<file path="src/rtl/addsub_share_arbiter.sv">
// addsub_share_arbiter
//   Shares one combinational 32-bit add/sub unit (DSP wrapper) between NREQ
//   requesters. The arbiter is round-robin. Operands are registered on issue,
//   and each result returns to the winner LATENCY edges after its handshake.
//
// Parameters
//   NREQ        number of requesters, 2..4
//   LATENCY     result-register stages after operand issue, 1..2
//
// Ports
//   clk         rising-edge clock
//   reset       synchronous, active-high reset
//   req_valid   per-requester request pending
//   req_sub     per-requester op select: 1 = a - b, 0 = a + b
//   req_op_a    operand A, requester i at [32*i+31:32*i]
//   req_op_b    operand B, same packing
//   req_lock    (ADDSUB_ARB_LOCK_EN only) keep the pointer on i after its handshake
//   req_ready   one-hot grant, combinational from valid and pointer
//   rsp_valid   one-hot result owner, registered
//   rsp_data    result, holds its last value while rsp_valid is zero
//   dsp_a/b     registered operands to the DSP wrapper
//   dsp_sub     registered subtract select to the DSP wrapper
//   dsp_result  combinational DSP result (dsp_a +/- dsp_b)
//
// Optional feature macro: ADDSUB_ARB_LOCK_EN

module addsub_share_arbiter #(
  parameter int unsigned NREQ    = 2,
  parameter int unsigned LATENCY = 1
) (
  input  logic                 clk,
  input  logic                 reset,
  input  logic [NREQ-1:0]      req_valid,
  input  logic [NREQ-1:0]      req_sub,
  input  logic [32*NREQ-1:0]   req_op_a,
  input  logic [32*NREQ-1:0]   req_op_b,
`ifdef ADDSUB_ARB_LOCK_EN
  input  logic [NREQ-1:0]      req_lock,
`endif
  output logic [NREQ-1:0]      req_ready,
  output logic [NREQ-1:0]      rsp_valid,
  output logic [31:0]          rsp_data,
  output logic [31:0]          dsp_a,
  output logic [31:0]          dsp_b,
  output logic                 dsp_sub,
  input  logic [31:0]          dsp_result
);

  localparam int unsigned DW = 32;
  localparam int unsigned PW = (NREQ > 2) ? 2 : 1;

  logic [PW-1:0]   ptr_q;
  logic [PW-1:0]   ptr_d;
  logic [NREQ-1:0] tag_q;
  logic [DW-1:0]   sel_a;
  logic [DW-1:0]   sel_b;
  logic            sel_sub;
  logic            grant_found;

  // Round-robin search starting at the pointer; blocked entirely during reset.
  always_comb begin
    req_ready   = '0;
    grant_found = 1'b0;
    if (!reset) begin
      for (int unsigned k = 0; k < NREQ; k++) begin
        for (int unsigned i = 0; i < NREQ; i++) begin
          if (!grant_found && (i == ((32'(ptr_q) + k) % NREQ)) && req_valid[i]) begin
            req_ready[i] = 1'b1;
            grant_found  = 1'b1;
          end
        end
      end
    end
  end

  // Pointer advances past the winner, or stays on it while it holds its lock.
  always_comb begin
    ptr_d = ptr_q;
    for (int unsigned i = 0; i < NREQ; i++) begin
      if (req_ready[i]) begin
        ptr_d = PW'((i + 1) % NREQ);
`ifdef ADDSUB_ARB_LOCK_EN
        if (req_lock[i]) ptr_d = PW'(i);
`endif
      end
    end
  end

  // Operand mux driven by the one-hot grant.
  always_comb begin
    sel_a   = '0;
    sel_b   = '0;
    sel_sub = 1'b0;
    for (int unsigned i = 0; i < NREQ; i++) begin
      if (req_ready[i]) begin
        sel_a   = req_op_a[DW*i +: DW];
        sel_b   = req_op_b[DW*i +: DW];
        sel_sub = req_sub[i];
      end
    end
  end

  // Pointer, operand issue and first tag stage.
  always_ff @(posedge clk) begin
    if (reset) begin
      ptr_q   <= '0;
      tag_q   <= '0;
      dsp_a   <= '0;
      dsp_b   <= '0;
      dsp_sub <= 1'b0;
    end else begin
      ptr_q <= ptr_d;
      tag_q <= req_ready;
      if (|req_ready) begin
        dsp_a   <= sel_a;
        dsp_b   <= sel_b;
        dsp_sub <= sel_sub;
      end
    end
  end

  // Result return; data only updates when a tag arrives so it holds otherwise.
  if (LATENCY >= 2) begin : g_lat2
    logic [NREQ-1:0] tag2_q;
    logic [DW-1:0]   data2_q;

    always_ff @(posedge clk) begin
      if (reset) begin
        tag2_q    <= '0;
        data2_q   <= '0;
        rsp_valid <= '0;
        rsp_data  <= '0;
      end else begin
        tag2_q    <= tag_q;
        rsp_valid <= tag2_q;
        if (|tag_q)  data2_q  <= dsp_result;
        if (|tag2_q) rsp_data <= data2_q;
      end
    end
  end else begin : g_lat1
    always_ff @(posedge clk) begin
      if (reset) begin
        rsp_valid <= '0;
        rsp_data  <= '0;
      end else begin
        rsp_valid <= tag_q;
        if (|tag_q) rsp_data <= dsp_result;
      end
    end
  end

endmodule

</file>
<file path="config.mk">
export PLATFORM = sky130hd
export DESIGN_NAME = addsub_share_arbiter
export DESIGN_NICKNAME = d
export VERILOG_FILES = /design/src/rtl/addsub_share_arbiter.sv
export SDC_FILE = /design/constraint.sdc
export NUM_CORES = 1
export LEC_CHECK = 0
export CORE_MARGIN = 2
export CORE_UTILIZATION = 35
export CTS_CLUSTER_SIZE = 40
export DETAILED_ROUTE_END_ITERATION = 12
export HOLD_SLACK_MARGIN = 0.15
export PLACE_DENSITY = 0.79
export REMOVE_ABC_BUFFERS = 1
export SETUP_SLACK_MARGIN = 0.2
export SYNTH_ARGS = -nofsm -noshare
export SYNTH_HDL_FRONTEND = slang
export SYNTH_SLANG_ARGS = --single-unit
</file>
<file path="constraint.sdc">
create_clock -name clk -period 1.7 [get_ports clk]
set_input_delay 0.255 -clock clk [delete_from_list [all_inputs] [get_ports clk]]
set_output_delay 0.255 -clock clk [all_outputs]
set_load 0.01 [all_outputs]
</file>
## Word level (Yosys, flattened, before mapping)

Index checks and enable logic that the tools add are counted.
W data, S select, Z words.

| storage, ports and cells | value |
|---|---|
| output and inout bits | 101 |
| register bits after elaboration | 102 |

| operators by class | value |
|---|---|
| mux-type cells | 16 |
| reduce and logical (&&, ||, !) cells | 15 |
| $add $sub $neg | 1 |

Operator list:

| kind | number |
|---|---|
| $mux W32 | 4 |
| $logic_not A32 Y1 | 2 |
| $mux W1 | 11 |
| $logic_and A1 B1 Y1 | 7 |
| $reduce_or A2 Y1 | 3 |
| $logic_not A1 Y1 | 3 |
| $mux W2 | 1 |
| $add A1 B1 Y1 const B | 1 |

## Depth between registers and ports, before layout

Gate-level depths: netlist of run 1.

| depth | value |
|---|---|
| word-level depth | 21 |
| depth in mapped cells | 6 |

## Worst setup path before layout of run 1

Ideal clock, no wire load.

| timing path | value |
|---|---|
| path kind | input-to-reg |
| start | in reset |
| end | reg dsp_a[14] |
| library setup time | 0.122 ns |
| required time | 1.578 ns |
| cell stages on the path | 6 |
| data arrival time | 1.168 ns |
| path slack | 0.411 ns |
| cell sequence | buf_4 > a21oi_2 > and2_4 > buf_6 > buf_6 > a221o_1 |

| on the way | value |
|---|---|
| longest elaborated chain between the ends | 3 |

RTL lines:

| what | RTL line | source |
|---|---|---|
| start: declaration | 32 | `input logic reset,` |
| $mux W2 | 64 | `if (!reset) begin` |
| $mux W32 (2 in series) | 95 | `if (req_ready[i]) begin` |
| end signal: assignment | 115 | `dsp_a <= sel_a;` |
| end: declaration | 43 | `output logic [31:0] dsp_a,` |

Several ways; a longest one is shown, not always the timed one.
A chain may end at the register's enable or synchronous reset.

## Final worst setup path of run 1

| timing path | value |
|---|---|
| start | reg rsp_data[26] |
| end | out rsp_data[26] |

RTL lines:

| what | RTL line | source |
|---|---|---|
| start: declaration | 42 | `output logic [31:0] rsp_data,` |
| start signal: assignment | 147 | `if (\|tag_q) rsp_data <= dsp_result;` |

No word-level cell between the ends.

==> summary.md, run 1 <==
| Metric | Value |
|---|---|
| First-pass GRT wire length | `just under 20000 um` |
| Antenna violations before repair | `0` |
| H-tree level count | `3` |
| Largest net degree at the start of global routing | `66` |
| Startpoint types | `flip-flop` |
| Slowest CP cell | `clkdlybuf4s50_1` |
| Reg clk slew, reported paths | `roughly 90 ps` |
| F_max | `between 600 and 700 MHz` |
| Sw frac | `between 20% and 30%` |
| Sw power | `approximately 1.3 mW` |
| GRT Residual Overflow | `0` |
| # Max-Cap Violations | `0` |
| Num ports | `around 270` |
| Die Height | `about 110 um` |
| Chip Width | `108 um` |
| Max incr delay on CP | `about 540 ps` |
| Outcome | `finished, final reports clean` |
| Leading post-synthesis cells by cell area | `dfxtp_1 (54%), a221o_1 (17%), and2_1 (11%)` |
| Seq cells post-synth | `a little over 100` |
| Reg2Reg Depth | `4` |
| Dpl cell area | `between 6000 and 7000 um2` |
| Post-Syn Area | `3750 um2` |
| Share of layout cells above drive strength 1 | `approximately 5.1%` |
| Fin. Hold Viols | `0` |
| Power per cell area | `approximately 790 nW/um2` |
| Rows | `37` |
| Asr flop ratio synth | `0%` |
| Port Buffer Count | `~270` |
| Register area share after synthesis | `between 50 and 60%` |
| Initial Util | `a little over a third` |
| RSZ-0062 raised after global routing | `true` |
| Post-DP HPWL | `9980 um` |
| Root Driver | `clkbuf_8` |
| Filler cell count | `between 800 and 900` |
| Crit path depth | `1` |
| DRT Pass-1 Iters | `5` |
| Measured slew at the worst slew-check pin | `around 570 ps` |
| Diode count | `0` |
| Synth Flop Type | `dfxtp_1` |
| Yosys top cell by area | `dfxtp_1` |
| Kind of end point of the critical path | `output pin` |
| Vias in the first global route | `4028` |
| WL per Instance | `17.4 um` |
| Fin Setup TNS | `0 ps` |
| CTS sink count | `102` |
| LEAKAGE | `approximately 3.4 nW` |
| DRC Markers | `0` |
| VDD IR max | `around 0.45 mV` |
| Clock Latency Late Sink | `between 300 and 400 ps` |
| CTS Hold Bufs | `0` |
| Internal | `approximately 4.1 mW` |
| Core box area | `10400 um2` |
| Worst Path Max Fanout | `2` |
| Routed WL | `~13000 um` |
| Via count | `3807` |
| Average size of a mapped cell | `between 10 and 15 um2` |
| Post-route clock period utilization | `86.0%` |
| GPL Wtd Cong | `0.796` |
| CTS tree | `built` |
| Synth top cells by count | `dfxtp_1 (102), and2_1 (66), a221o_1 (65), nand2_1 (64), a21oi_1 (32)` |
| Post-Layout Cell Count | `764` |
| Post-synth top area share | `between 50% and 60%` |
| WP buf/inv | `1` |
| Antenna-violating nets left | `0` |
| Post-route cell area | `just under 7000 um2` |
| Worst EP arrival | `1210 ps` |
| Placed Cells | `between 700 and 800` |
| CTS Buf Count | `9` |
| Vias per Instance | `between 4 and 5` |
| Fin Clk Skew | `roughly 15 ps` |
| Hold depth | `3` |
| Sequential cell fraction of total power | `between 40% and 50%` |
| Maximum clock path buffer count | `2` |
| Min cycle time layout | `roughly 1500 ps` |
| Critical Setup Path Class | `flip-flop to output pin` |
| Cell Chain, Critical Path | `clkdlybuf4s50_1` |
| Ys Warns | `0` |
| Hold Path Class | `input port to flip-flop` |
| Synth-to-layout area growth | `79.9%` |
| GRT Total Usage | `between 20% and 30%` |
| Final Setup Violations | `0` |
| Slew margin rel. | `61.8%` |
| Clock power frac | `a little under 30%` |
| Post-synth EDFFs | `0` |
| Final Max Slew Viols | `0` |
| Cell family with most CP delay | `buffers and inverters` |
| Syn Inst Count | `roughly 370` |
| NumNets Final | `just under 800` |
| Data required, critical path | `roughly 1400 ps` |
| Comb power frac | `between 20% and 30%` |
| Die ar. | `between 10000 and 15000 um2` |
| 1st-iter DRT viols | `200` |
| Synth cell types | `19` |
| Count leader, synth | `dfxtp_1` |
## per-layer routing
metal,share of wire (%),global-route usage [%]
met1,38,23.5
met2,50,39.2
met3,11,8.90
met4,1.9,6.50
met5,0,0
## layout make-up
| class | count | area [um2] | area share, % |
|---|---|---|---|
| clock buffers | 9 | 124 | 1.83 |
| flip-flops and latches | 102 | 2040 | 30.3 |
| clock inverters | 4 | 75.1 | 1.11 |
| repair buffers | 275 | 2770 | 41.0 |
| multi-input cells | 238 | 1570 | 23.2 |
| well taps | 136 | 170 | 2.52 |
## final timing paths
check / slack (ps) / from / to
setup reg to reg: 270 / ptr_q / dsp_a[22]
hold / removal: 300 / req_valid[0] / tag_q[0]
hold reg to reg: 450 / rsp_data[5] / rsp_data[5]
setup / recovery: 240 / rsp_data[26] / rsp_data[26]
## layout by cell type, fill, tap and decap left out
cell type and count:
and2_4 1, clkdlybuf4s50_1 164, a21oi_1 32, bufinv_16 2
nor2b_4 1, a221o_1 65, dfxtp_2 1, o21a_1 1
nor2_2 1, or2_2 1, buf_6 2, nor3b_1 1
nor3_4 1, clkinvlp_4 2, dlymetal6s2s_1 36, nand2_1 64
buf_4 5, dlygate4sd2_1 64, buf_2 1, and2_1 66
clkbuf_8 10, buf_12 2, nor2b_1 2, dfxtp_1 101
nor3b_4 1, a21oi_2 1
## cells by family after synthesis
logic type	synth area share (%)
flip-flops	54.4
AND/OR/NAND/NOR	19.1
AO/OA/AOI/OAI	22.0
buffers and inverters	4.53
## state kept, by name, summed over array words and instances, names as in the netlist
name       count
dsp_a         32
dsp_b         32
dsp_sub        1
ptr_q          1
rsp_data      32
rsp_valid      2
tag_q          2
## through the flow
step	util (%)	hold slack (ps)	power, mW	worst slack (ps)
after floorplan	-	324	3.06	-1150
final	65.1	299	5.37	239
after global routing	65.1	317	5.62	189
after global placement	62.9	439	3.91	-298
after detailed placement	62.9	446	3.94	-329
after CTS	64.1	371	5.43	163
## power groups by stage
stage	Clock, mW	Sequential (mW)	Combinational, mW
2_1_floorplan	0	2.79	0.267
5_1_grt	1.73	2.69	1.21
4_1_cts	1.62	2.66	1.15
6_report	1.58	2.66	1.12
3_3_place_gp	0	2.71	1.20
3_5_place_dp	0	2.72	1.22
## repair_timing
action	CTS	global route
setup endpoints to repair	129	101
pin swaps	0	1
setup buffers	0	0
gates resized for setup	75	42
hold endpoints to repair	0	0
Power figures use the tool's default switching activity.
==> run 2: changes to the inputs <==
--- a/config.mk
+++ b/config.mk
@@ -10,7 +10,7 @@
 export CTS_CLUSTER_SIZE = 40
 export DETAILED_ROUTE_END_ITERATION = 12
 export HOLD_SLACK_MARGIN = 0.15
-export PLACE_DENSITY = 0.79
+export PLACE_DENSITY = 0.81
 export REMOVE_ABC_BUFFERS = 1
 export SETUP_SLACK_MARGIN = 0.2
 export SYNTH_ARGS = -nofsm -noshare
==> summary.md, run 2 (synthesis gave the netlist of run 1 again) <==
| Metric | Value |
|---|---|
| Outcome | `finished, final reports clean` |
| Chip Width | `108 um (unchanged)` |
| Multi-input logic area | `1570 um2 (-0.24%)` |
| Critical path origin | `req_valid[0]` |
| Vias per Instance | `5.02 (+0.76%)` |
| Post-route clock period utilization | `88.3% (+2.4 points)` |
| First-pass GRT wire length | `19700 um (+0.81%)` |
| CTS tree | `built` |
| Min cycle time layout | `1500 ps (+40.3 ps)` |
| Data required, critical path | `1950 ps (+510 ps)` |
| # Max-Cap Violations | `0 (unchanged)` |
| NumNets Final | `793 (+0.13%)` |
| Via count | `3856 (+1.3%)` |
| Largest registers | `dsp_a (32), dsp_b (32), rsp_data (32)` |
| Synth-to-layout area growth | `76.0%` |
| WL per Instance | `17.0 um (-2.1%)` |
| Slew margin rel. | `59.9% (-1.9 points)` |
| Diode count | `0 (unchanged)` |
| LEAKAGE | `2.94 nW (-13%)` |
| Critical Setup Path Class | `input port to flip-flop` |
| Antenna-violating nets left | `0 (unchanged)` |
| DRT Pass-1 Iters | `4 (-1)` |
| Die Height | `108 um (unchanged)` |
| Startpoint types | `input port` |
| Detailed-routed wire length on met3 | `1460 um (+0.97%)` |
| RSZ-0062 raised after global routing | `true` |
| Metal-1 WL | `5060 um (+1.4%)` |
| GRT Total Usage | `21.9% (+0.045 points)` |
| H-tree level count | `3 (unchanged)` |
| Die ar. | `11600 um2 (unchanged)` |
| Post-Place Worst Slack | `-342 ps (-12.6 ps)` |
| Share of layout cells above drive strength 1 | `5.54% (+0.44 points)` |
| 1st-iter DRT viols | `179 (-11%)` |
| Power, Total | `5.19 mW (-3.2%)` |
| Worst Path Max Fanout | `65 (+63)` |
| Final Max Slew Viols | `0 (unchanged)` |
| GRT Residual Overflow | `0 (unchanged)` |
| CTS sink count | `102 (unchanged)` |
| Seq. cell area | `2050 um2 (+0.12%)` |
| Most frequent cells in the layout | `clkdlybuf4s50_1 (164), dfxtp_1 (101), dlygate4sd2_1 (99)` |
| Kind of end point of the critical path | `flip-flop` |
| DR top layer | `met4` |
| CTS Hold Bufs | `0 (unchanged)` |
| GPL Wtd Cong | `0.759 (-4.7%)` |
| Antenna violations before repair | `0 (unchanged)` |
| DRC Markers | `0 (unchanged)` |
| Worst EP arrival | `1750 ps (+540 ps)` |
| Root Driver | `clkbuf_8` |
| Post-DP HPWL | `9440 um (-5.5%)` |
| WL met2 | `6380 um (-3.3%)` |
| Fin. Hold Viols | `0 (unchanged)` |
| Power per cell area | `786 nW/um2 (-1.1%)` |
| Initial Util | `36.2% (unchanged)` |
| Filler cell count | `875 (+1.7%)` |
| Maximum clock path buffer count | `2 (unchanged)` |
| Clock Latency Late Sink | `360 ps (about the same)` |
| Final Setup Violations | `0 (unchanged)` |
| VDD IR max | `0.558 mV (+23%)` |
| Hold Path Origin | `dsp_result[11]` |
| Reg clk slew, reported paths | `100 ps (about the same)` |
| Measured slew at the worst slew-check pin | `602 ps (+28.5 ps)` |
| Hold Path Class | `input port to flip-flop` |
| Vias in the first global route | `3895 (-3.3%)` |
| Setup ws final | `198 ps (-40.3 ps)` |
| Core box area | `10400 um2 (unchanged)` |
| F_max | `666 MHz (-2.7%)` |
| Rows | `37 (unchanged)` |
| Routed WL | `13100 um (-1.6%)` |
| Port Buffer Count | `266 (unchanged)` |
| Fin Clk Skew | `5.27 ps (-9.35 ps)` |
| CTS Buf Count | `9 (unchanged)` |
| Num ports | `267 (unchanged)` |
| Largest net degree at the start of global routing | `66 (unchanged)` |
| Most common cell after layout, fill and taps aside | `clkdlybuf4s50_1` |
| Reg2reg start | `ptr_q` |
==> run 2: cell types whose count changed in the layout (fill, tap and decap cells not counted), moves of 2 or more <==
cell and change:
buf_4 +3, bufinv_16 -2, dlygate4sd2_1 +35, dlymetal6s2s_1 -35
==> run 2: worst paths after layout <==
check             cells after the start  slack, ps            to
setup / recovery                      5        200     dsp_b[12]
hold / removal                        3        440  rsp_data[11]
setup reg to reg                      4        220     dsp_b[12]
hold reg to reg                       2        450  rsp_data[10]
==> run 2: cell type report <==
class	count	share of cell area, %
Timing Repair Buffer	276	40.0
Clock inverter	5	0.644
Tap cell	136	2.58
Clock buffer	11	2.14
Multi-Input combinational cell	238	23.7
Sequential cell	102	31.0
==> run 2: timing repair <==
action                                  4_1_cts  5_1_grt
hold endpoints to repair                      0        0
pin swaps                                     2        1
endpoints found under the setup margin      165       68
resized for setup                           110        9
setup buffers                                 0        0
==> run 2: report_power, final <==
| part | internal (mW) | switching (mW) |
|---|---|---|
| sequential | 2.57 | 0.0889 |
| clock | 0.589 | 0.847 |
| combinational | 0.667 | 0.429 |
==> run 2: through the flow <==
stage	hold slack [ps]	setup TNS [ps]	cells	util (%)	instance area, um2
6_report	436	0	768	63.7	6610
5_1_grt	413	0	768	63.7	6610
4_1_cts	414	0	768	63.4	6580
3_5_place_dp	444	-21260	752	62.9	6520
3_3_place_gp	438	-19100	752	62.9	6520
2_1_floorplan	324	-75990	340	-	3580
==> run 2: metal layers <==
metal | global-route usage, % | vias to the layer above
met1 | 23.9 | 1815
li1 | - | 1836
met2 | 38.6 | 191
met5 | 0 | -
met4 | 6.50 | 0
met3 | 9.32 | 14
==> run 2: critical path: stages <==
cell	delay, ps
clkdlybuf4s50_1	470
nor2b_2	210
nor3b_4	70
clkbuf_8	300
a221o_1	390
